### src/rtl/regfile_scoreboard_pkg.sv
// Shared types and default sizes for the register file with issue scoreboard.
package regfile_scoreboard_pkg;

   localparam int DEFAULT_DATA_W = 64;
   localparam int DEFAULT_ADDR_W = 5;

   typedef enum logic {
      CLEAR,
      RUN
   } state_e;

endpackage

### src/rtl/regfile_bypass_mux.sv
// One read port: picks same-cycle write data over stored data, port 1 first,
// and masks the hardwired zero register and the not-yet-ready state.
module regfile_bypass_mux
   import regfile_scoreboard_pkg::*;
#(
   parameter int DATA_W   = DEFAULT_DATA_W,
   parameter int ADDR_W   = DEFAULT_ADDR_W,
   parameter int ZERO_REG = 1
) (
   input  logic              run_i,
   input  logic [ADDR_W-1:0] rd_addr_i,
   input  logic [DATA_W-1:0] store_data_i,
   input  logic              store_busy_i,
   input  logic              wr_en0_i,
   input  logic [ADDR_W-1:0] wr_addr0_i,
   input  logic [DATA_W-1:0] wr_data0_i,
   input  logic              wr_en1_i,
   input  logic [ADDR_W-1:0] wr_addr1_i,
   input  logic [DATA_W-1:0] wr_data1_i,
   output logic [DATA_W-1:0] rd_data_o,
   output logic              rd_busy_o
);

   logic zeroHit;

   assign zeroHit = (ZERO_REG != 0) && (rd_addr_i == '0);

   // A register being written this cycle is by definition no longer pending.
   always_comb begin
      rd_data_o = '0;
      rd_busy_o = 1'b0;
      if (run_i && !zeroHit) begin
         if (wr_en1_i && (wr_addr1_i == rd_addr_i)) begin
            rd_data_o = wr_data1_i;
         end else if (wr_en0_i && (wr_addr0_i == rd_addr_i)) begin
            rd_data_o = wr_data0_i;
         end else begin
            rd_data_o = store_data_i;
            rd_busy_o = store_busy_i;
         end
      end
   end

endmodule

### src/rtl/regfile_scoreboard.sv
// Two-write, two-read register file with a per-register busy scoreboard,
// cleared one entry per cycle after reset before accepting traffic.
module regfile_scoreboard
   import regfile_scoreboard_pkg::*;
#(
   parameter int DATA_W   = DEFAULT_DATA_W,
   parameter int ADDR_W   = DEFAULT_ADDR_W,
   parameter int ZERO_REG = 1
) (
   input  logic              clk,
   input  logic              reset,
   input  logic [ADDR_W-1:0] rd_addr1,
   input  logic [ADDR_W-1:0] rd_addr2,
   output logic [DATA_W-1:0] rd_data1,
   output logic [DATA_W-1:0] rd_data2,
   output logic              rd_busy1,
   output logic              rd_busy2,
   input  logic              wr_en0,
   input  logic              wr_en1,
   input  logic [ADDR_W-1:0] wr_addr0,
   input  logic [ADDR_W-1:0] wr_addr1,
   input  logic [DATA_W-1:0] wr_data0,
   input  logic [DATA_W-1:0] wr_data1,
   input  logic              rsv_en,
   input  logic [ADDR_W-1:0] rsv_addr,
   output logic              ready
);

   localparam int NUM_REGS = 2 ** ADDR_W;

   state_e              state_q, state_d;
   logic [ADDR_W-1:0]   clrIdx_q, clrIdx_d;
   logic [DATA_W-1:0]   regs_q [NUM_REGS];
   logic [NUM_REGS-1:0] busy_q;

   logic run;
   logic wrOk0, wrOk1, rsvOk;

   always_ff @(posedge clk) begin
      state_q  <= state_d;
      clrIdx_q <= clrIdx_d;
   end

   always_comb begin
      state_d  = state_q;
      clrIdx_d = clrIdx_q;
      if (reset) begin
         state_d  = CLEAR;
         clrIdx_d = '0;
      end else begin
         case (state_q)
            CLEAR: begin
               clrIdx_d = clrIdx_q + ADDR_W'(1);
               if (&clrIdx_q) begin
                  state_d = RUN;
               end
            end
            RUN:     state_d = RUN;
            default: state_d = CLEAR;
         endcase
      end
   end

   assign run   = (state_q == RUN) && !reset;
   assign ready = run;

   // Index 0 swallows writes and reservations when it is the hardwired zero.
   assign wrOk0 = run && wr_en0 && !((ZERO_REG != 0) && (wr_addr0 == '0));
   assign wrOk1 = run && wr_en1 && !((ZERO_REG != 0) && (wr_addr1 == '0));
   assign rsvOk = run && rsv_en && !((ZERO_REG != 0) && (rsv_addr == '0));

   // Later assignments win: port 1 over port 0, reservation over write-clear.
   always_ff @(posedge clk) begin
      if (!reset && (state_q == CLEAR)) begin
         regs_q[clrIdx_q] <= '0;
         busy_q[clrIdx_q] <= 1'b0;
      end else begin
         if (wrOk0) begin
            regs_q[wr_addr0] <= wr_data0;
            busy_q[wr_addr0] <= 1'b0;
         end
         if (wrOk1) begin
            regs_q[wr_addr1] <= wr_data1;
            busy_q[wr_addr1] <= 1'b0;
         end
         if (rsvOk) begin
            busy_q[rsv_addr] <= 1'b1;
         end
      end
   end

   regfile_bypass_mux #(
      .DATA_W  (DATA_W),
      .ADDR_W  (ADDR_W),
      .ZERO_REG(ZERO_REG)
   ) u_rdMux1 (
      .run_i       (run),
      .rd_addr_i   (rd_addr1),
      .store_data_i(regs_q[rd_addr1]),
      .store_busy_i(busy_q[rd_addr1]),
      .wr_en0_i    (wr_en0),
      .wr_addr0_i  (wr_addr0),
      .wr_data0_i  (wr_data0),
      .wr_en1_i    (wr_en1),
      .wr_addr1_i  (wr_addr1),
      .wr_data1_i  (wr_data1),
      .rd_data_o   (rd_data1),
      .rd_busy_o   (rd_busy1)
   );

   regfile_bypass_mux #(
      .DATA_W  (DATA_W),
      .ADDR_W  (ADDR_W),
      .ZERO_REG(ZERO_REG)
   ) u_rdMux2 (
      .run_i       (run),
      .rd_addr_i   (rd_addr2),
      .store_data_i(regs_q[rd_addr2]),
      .store_busy_i(busy_q[rd_addr2]),
      .wr_en0_i    (wr_en0),
      .wr_addr0_i  (wr_addr0),
      .wr_data0_i  (wr_data0),
      .wr_en1_i    (wr_en1),
      .wr_addr1_i  (wr_addr1),
      .wr_data1_i  (wr_data1),
      .rd_data_o   (rd_data2),
      .rd_busy_o   (rd_busy2)
   );

endmodule

### config.mk
export PLATFORM = sky130hd
export DESIGN_NAME = regfile_scoreboard
export DESIGN_NICKNAME = d
export VERILOG_FILES = /design/src/rtl/regfile_scoreboard_pkg.sv /design/src/rtl/regfile_bypass_mux.sv /design/src/rtl/regfile_scoreboard.sv
export SDC_FILE = /design/constraint.sdc
export NUM_CORES = 2
export LEC_CHECK = 0
export BUFFER_PORTS_ARGS = -buffer_cell sky130_fd_sc_hd__clkbuf_2
export CAP_MARGIN = 20
export CORE_AREA = 2 2 702 704
export DETAILED_ROUTE_END_ITERATION = 16
export DIE_AREA = 0 0 704 706
export HOLD_SLACK_MARGIN = 0.1
export MAX_ROUTING_LAYER = met4
export SLEW_MARGIN = 20
export SYNTH_ARGS = -nofsm -noshare
export SYNTH_HDL_FRONTEND = slang
export SYNTH_SLANG_ARGS = --single-unit
### constraint.sdc
create_clock -name clk -period 14.76 [get_ports clk]
set_clock_uncertainty 0.05 [all_clocks]
set_input_delay 2.214 -clock clk [delete_from_list [all_inputs] [get_ports clk]]
set_output_delay 2.214 -clock clk [all_outputs]
set_load 0.05 [all_outputs]
==> flow_metrics.tcl <==
set metrics [dict create \
    status "complete, no violations" \
    fin_util_pct 27.89 \
    routed_via_density 5.632 \
    post-dp-hpwl_mm 278.6 \
    multiInputGateArea_sq_mm 0.05436 \
    regArea_sq_mm 0.06226 \
    synth_xor_area_share_pct 0.1578 \
    critPathKind "in -> out" \
    die_width_um 704 \
    fin_nets 9889 \
    required_ns 12.50 \
    yosys.area_share.simple_pct 8.694 \
    synthToLayoutAreaGrowth_pct 11.70 \
    setup_ws_ns 4.783 \
    routedWlPerCell_um 30.41 \
    dieHeight_um 706 \
    leakagePower_nw 47.05 \
    firstDrtPassIters 8 \
    via_count 92644 \
    slew_violations 0 \
    hold_viol 0 \
    synth_top_family_by_area "multiplexers" \
    arrival_ns 7.71 \
    ys_types 68 \
    muxShareOfSynthArea_pct 23.47 \
    fin_area_sq_mm 0.1364 \
    vdd.ir_drop.worst_uv 147.0 \
    fmax_ghz 0.1002 \
    cts_setup_buffers 0 \
    pin_count 289 \
    crit_path_max_fanout 61 \
    rsz0062_at_grt "no" \
    synth.avg_cell_area_sq_um 11.85 \
    cts_resized 0 \
    finalCritPeriodShare_pct 67.59 \
    place_area_sq_mm 0.1288 \
    cts-root-buf "clkbuf_16" \
    fp.coreArea_sq_mm 0.4891 \
    synth_compound_area_share_pct 11.53 \
    synth_warnings 0 \
    cap_violations 0 \
    synth_edf_count 2048 \
    tightest_slew_ns 1.315 \
    cts_buffer_depth 3 \
    cts_tree "yes" \
    start_kind "input port" \
    synth_fa_ha_area_share_pct 0.05122 \
    cts.sinks 2086 \
    synth_area_sq_mm 0.1221 \
    grt_pass1_vias 86652 \
    preCtsSetupSlack_ns 5.060 \
    clock_latency_ns 0.88 \
    setup-tns-final_ns 0 \
    min_path_type "reg -> reg" \
    antenna_found_initial 97 \
    port_buffers 288 \
    synth_seq_cells 2086 \
    drive_gt1_share_pct 20.81 \
    hold_buffers 0 \
    min_period_ns 9.977 \
    drt-initial-drc-count 16213 \
    syn_inst 10309 \
    core.rowCount 257 \
    synth.area.top_cells "edfxtp_1 (50%), mux4_2 (19%), o21ai_0 (8.5%)" \
    remaining_drc_errors 0 \
    gr-usage-all-layers_pct 19.92 \
    die-area_sq_mm 0.4970 \
    syn_nets 10472 \
    antenna_left 0 \
    max_slew_margin_pct 12.31 \
    synth_top_flop_cell "edfxtp_1" \
    setup_violations 0 \
    power-per-cell-area_mw_per_mm2 97.27 \
    critical_path.endpoint_type "output port" \
    overflow 0 \
    drt_wl_total_mm 500.2 \
    cts-buffers-inserted 227 \
    h-tree-depth 4 \
    gpl.final_weighted_congestion 0.8660 \
    ys_seq_area_share_pct 50.97 \
    fill_cells 49580 \
    grt_pass1_wl_mm 690.5 \
    grt_max_degree 134 \
    yosysTopAreaCell "edfxtp_1" \
    clkTransAtPathRegs_ns 0.06 \
    synth_top_area_share_pct 50.35 \
    initial_core_util_pct 24.97 \
    async_flop_share_pct 0 \
]
==> cells in the mapped netlist, drive strengths merged, types with 4 or more instances <==
| master | count |
|---|---|
| a22oi | 16 |
| a221o | 61 |
| a21oi | 43 |
| and2 | 9 |
| o21ai | 2085 |
| a31oi | 4 |
| or2 | 5 |
| mux2 | 79 |
| inv | 138 |
| o32ai | 57 |
| a22o | 119 |
| xor2 | 6 |
| nor3 | 88 |
| xnor2 | 16 |
| buf | 429 |
| a32oi | 25 |
| nand3 | 26 |
| and3 | 60 |
| o22ai | 14 |
| nand3b | 8 |
| nor2 | 115 |
| nor4 | 70 |
| mux2i | 453 |
| clkbuf | 910 |
| nor3b | 7 |
| nand2 | 2204 |
| nand4b | 4 |
| dfxtp | 38 |
| a221oi | 69 |
| edfxtp | 2048 |
| ha | 5 |
| nand4 | 6 |
| mux4 | 1032 |
| nor2b | 17 |
| nand2b | 9 |
==> cell families after synthesis <==
group / count (synthesis)
buffers and inverters: 1477
AO/OA/AOI/OAI: 2517
adder cells (fa/ha/maj): 5
XOR/XNOR: 22
multiplexers: 1564
AND/OR/NAND/NOR: 2638
flip-flops: 2086
==> cell usage in the layout (no fill, tap or decap), types with 79 or more instances in the layout <==
cell,n
mux4_2,1032
o21ai_0,2061
nor2_1,95
inv_1,137
a22o_1,119
mux2_2,79
clkbuf_2,281
edfxtp_1,2048
buf_4,212
clkbuf_16,229
mux2i_1,453
nand2_1,2198
==> state kept, by name (all words and copies together), names as in the netlist <==
register	cells
clrIdx_q	5
busy_q	32
state_q	1
regs_q	2048
==> critical path, stage by stage <==
cell and delay (ns):
buf_8 0.53, buf_4 0.88, buf_4 0.79, buf_4 0.77, mux4_2 0.35, mux4_2 0.29
nor2_1 0.07, o32ai_1 1.05, buf_4 0.26, clkbuf_2 0.27
==> per-layer routing <==
| layer | vias to the layer above | wire (um) | share of wire, % | GRT usage, % |
|---|---|---|---|---|
| met3 | 1419 | 66680 | 13 | 4.903 |
| li1 | 37890 | - | - | - |
| met2 | 7351 | 225700 | 45 | 29.99 |
| met1 | 45984 | 179800 | 36 | 24.94 |
| met5 | - | 0 | 0 | - |
| met4 | 0 | 28010 | 5.6 | 10.03 |
==> report_power, final <==
part / leakage [nW] / internal (W) / switching [W] / total, W
clock network: 3.60 / 0.00325 / 0.00257 / 0.00582
registers: 22.5 / 0.00644 / 0.0000181 / 0.00646
logic: 21.0 / 0.000356 / 0.000632 / 0.000988
total: 47.1 / 0.0100 / 0.00322 / 0.0133
==> cell type report <==
class	count	share of cell area (%)
timing repair buffer	527	2.669
antenna	56	0.1027
multi-input combinational	6746	39.84
tap	6475	5.938
sequential	2086	45.63
clock inverter	147	1.104
clock buffer	274	4.324
inverter	138	0.3833
==> path summary, 6_finish.rpt <==
path                          to        start  slack, ns  depth (start not counted)
hold reg to reg        busy_q[0]    busy_q[0]       0.41                          2
setup / recovery    rd_data2[33]  rd_addr2[2]       4.78                         10
setup reg to reg  regs_q[19][28]      state_q       9.40                          9
hold / removal         busy_q[0]    busy_q[0]       0.41                          2
==> through the flow <==
step | hold WS (ns) | total power (W) | std cells
2_1_floorplan | 0.3673 | 0.007245 | 10309
3_3_place_gp | 0.3783 | 0.007552 | 15966
3_5_place_dp | 0.3885 | 0.007554 | 15967
4_1_cts | 0.4121 | 0.01325 | 16388
5_1_grt | 0.4367 | 0.01352 | 16439
6_report | 0.4128 | 0.01327 | 16449
(Power assumes the default switching activity.)
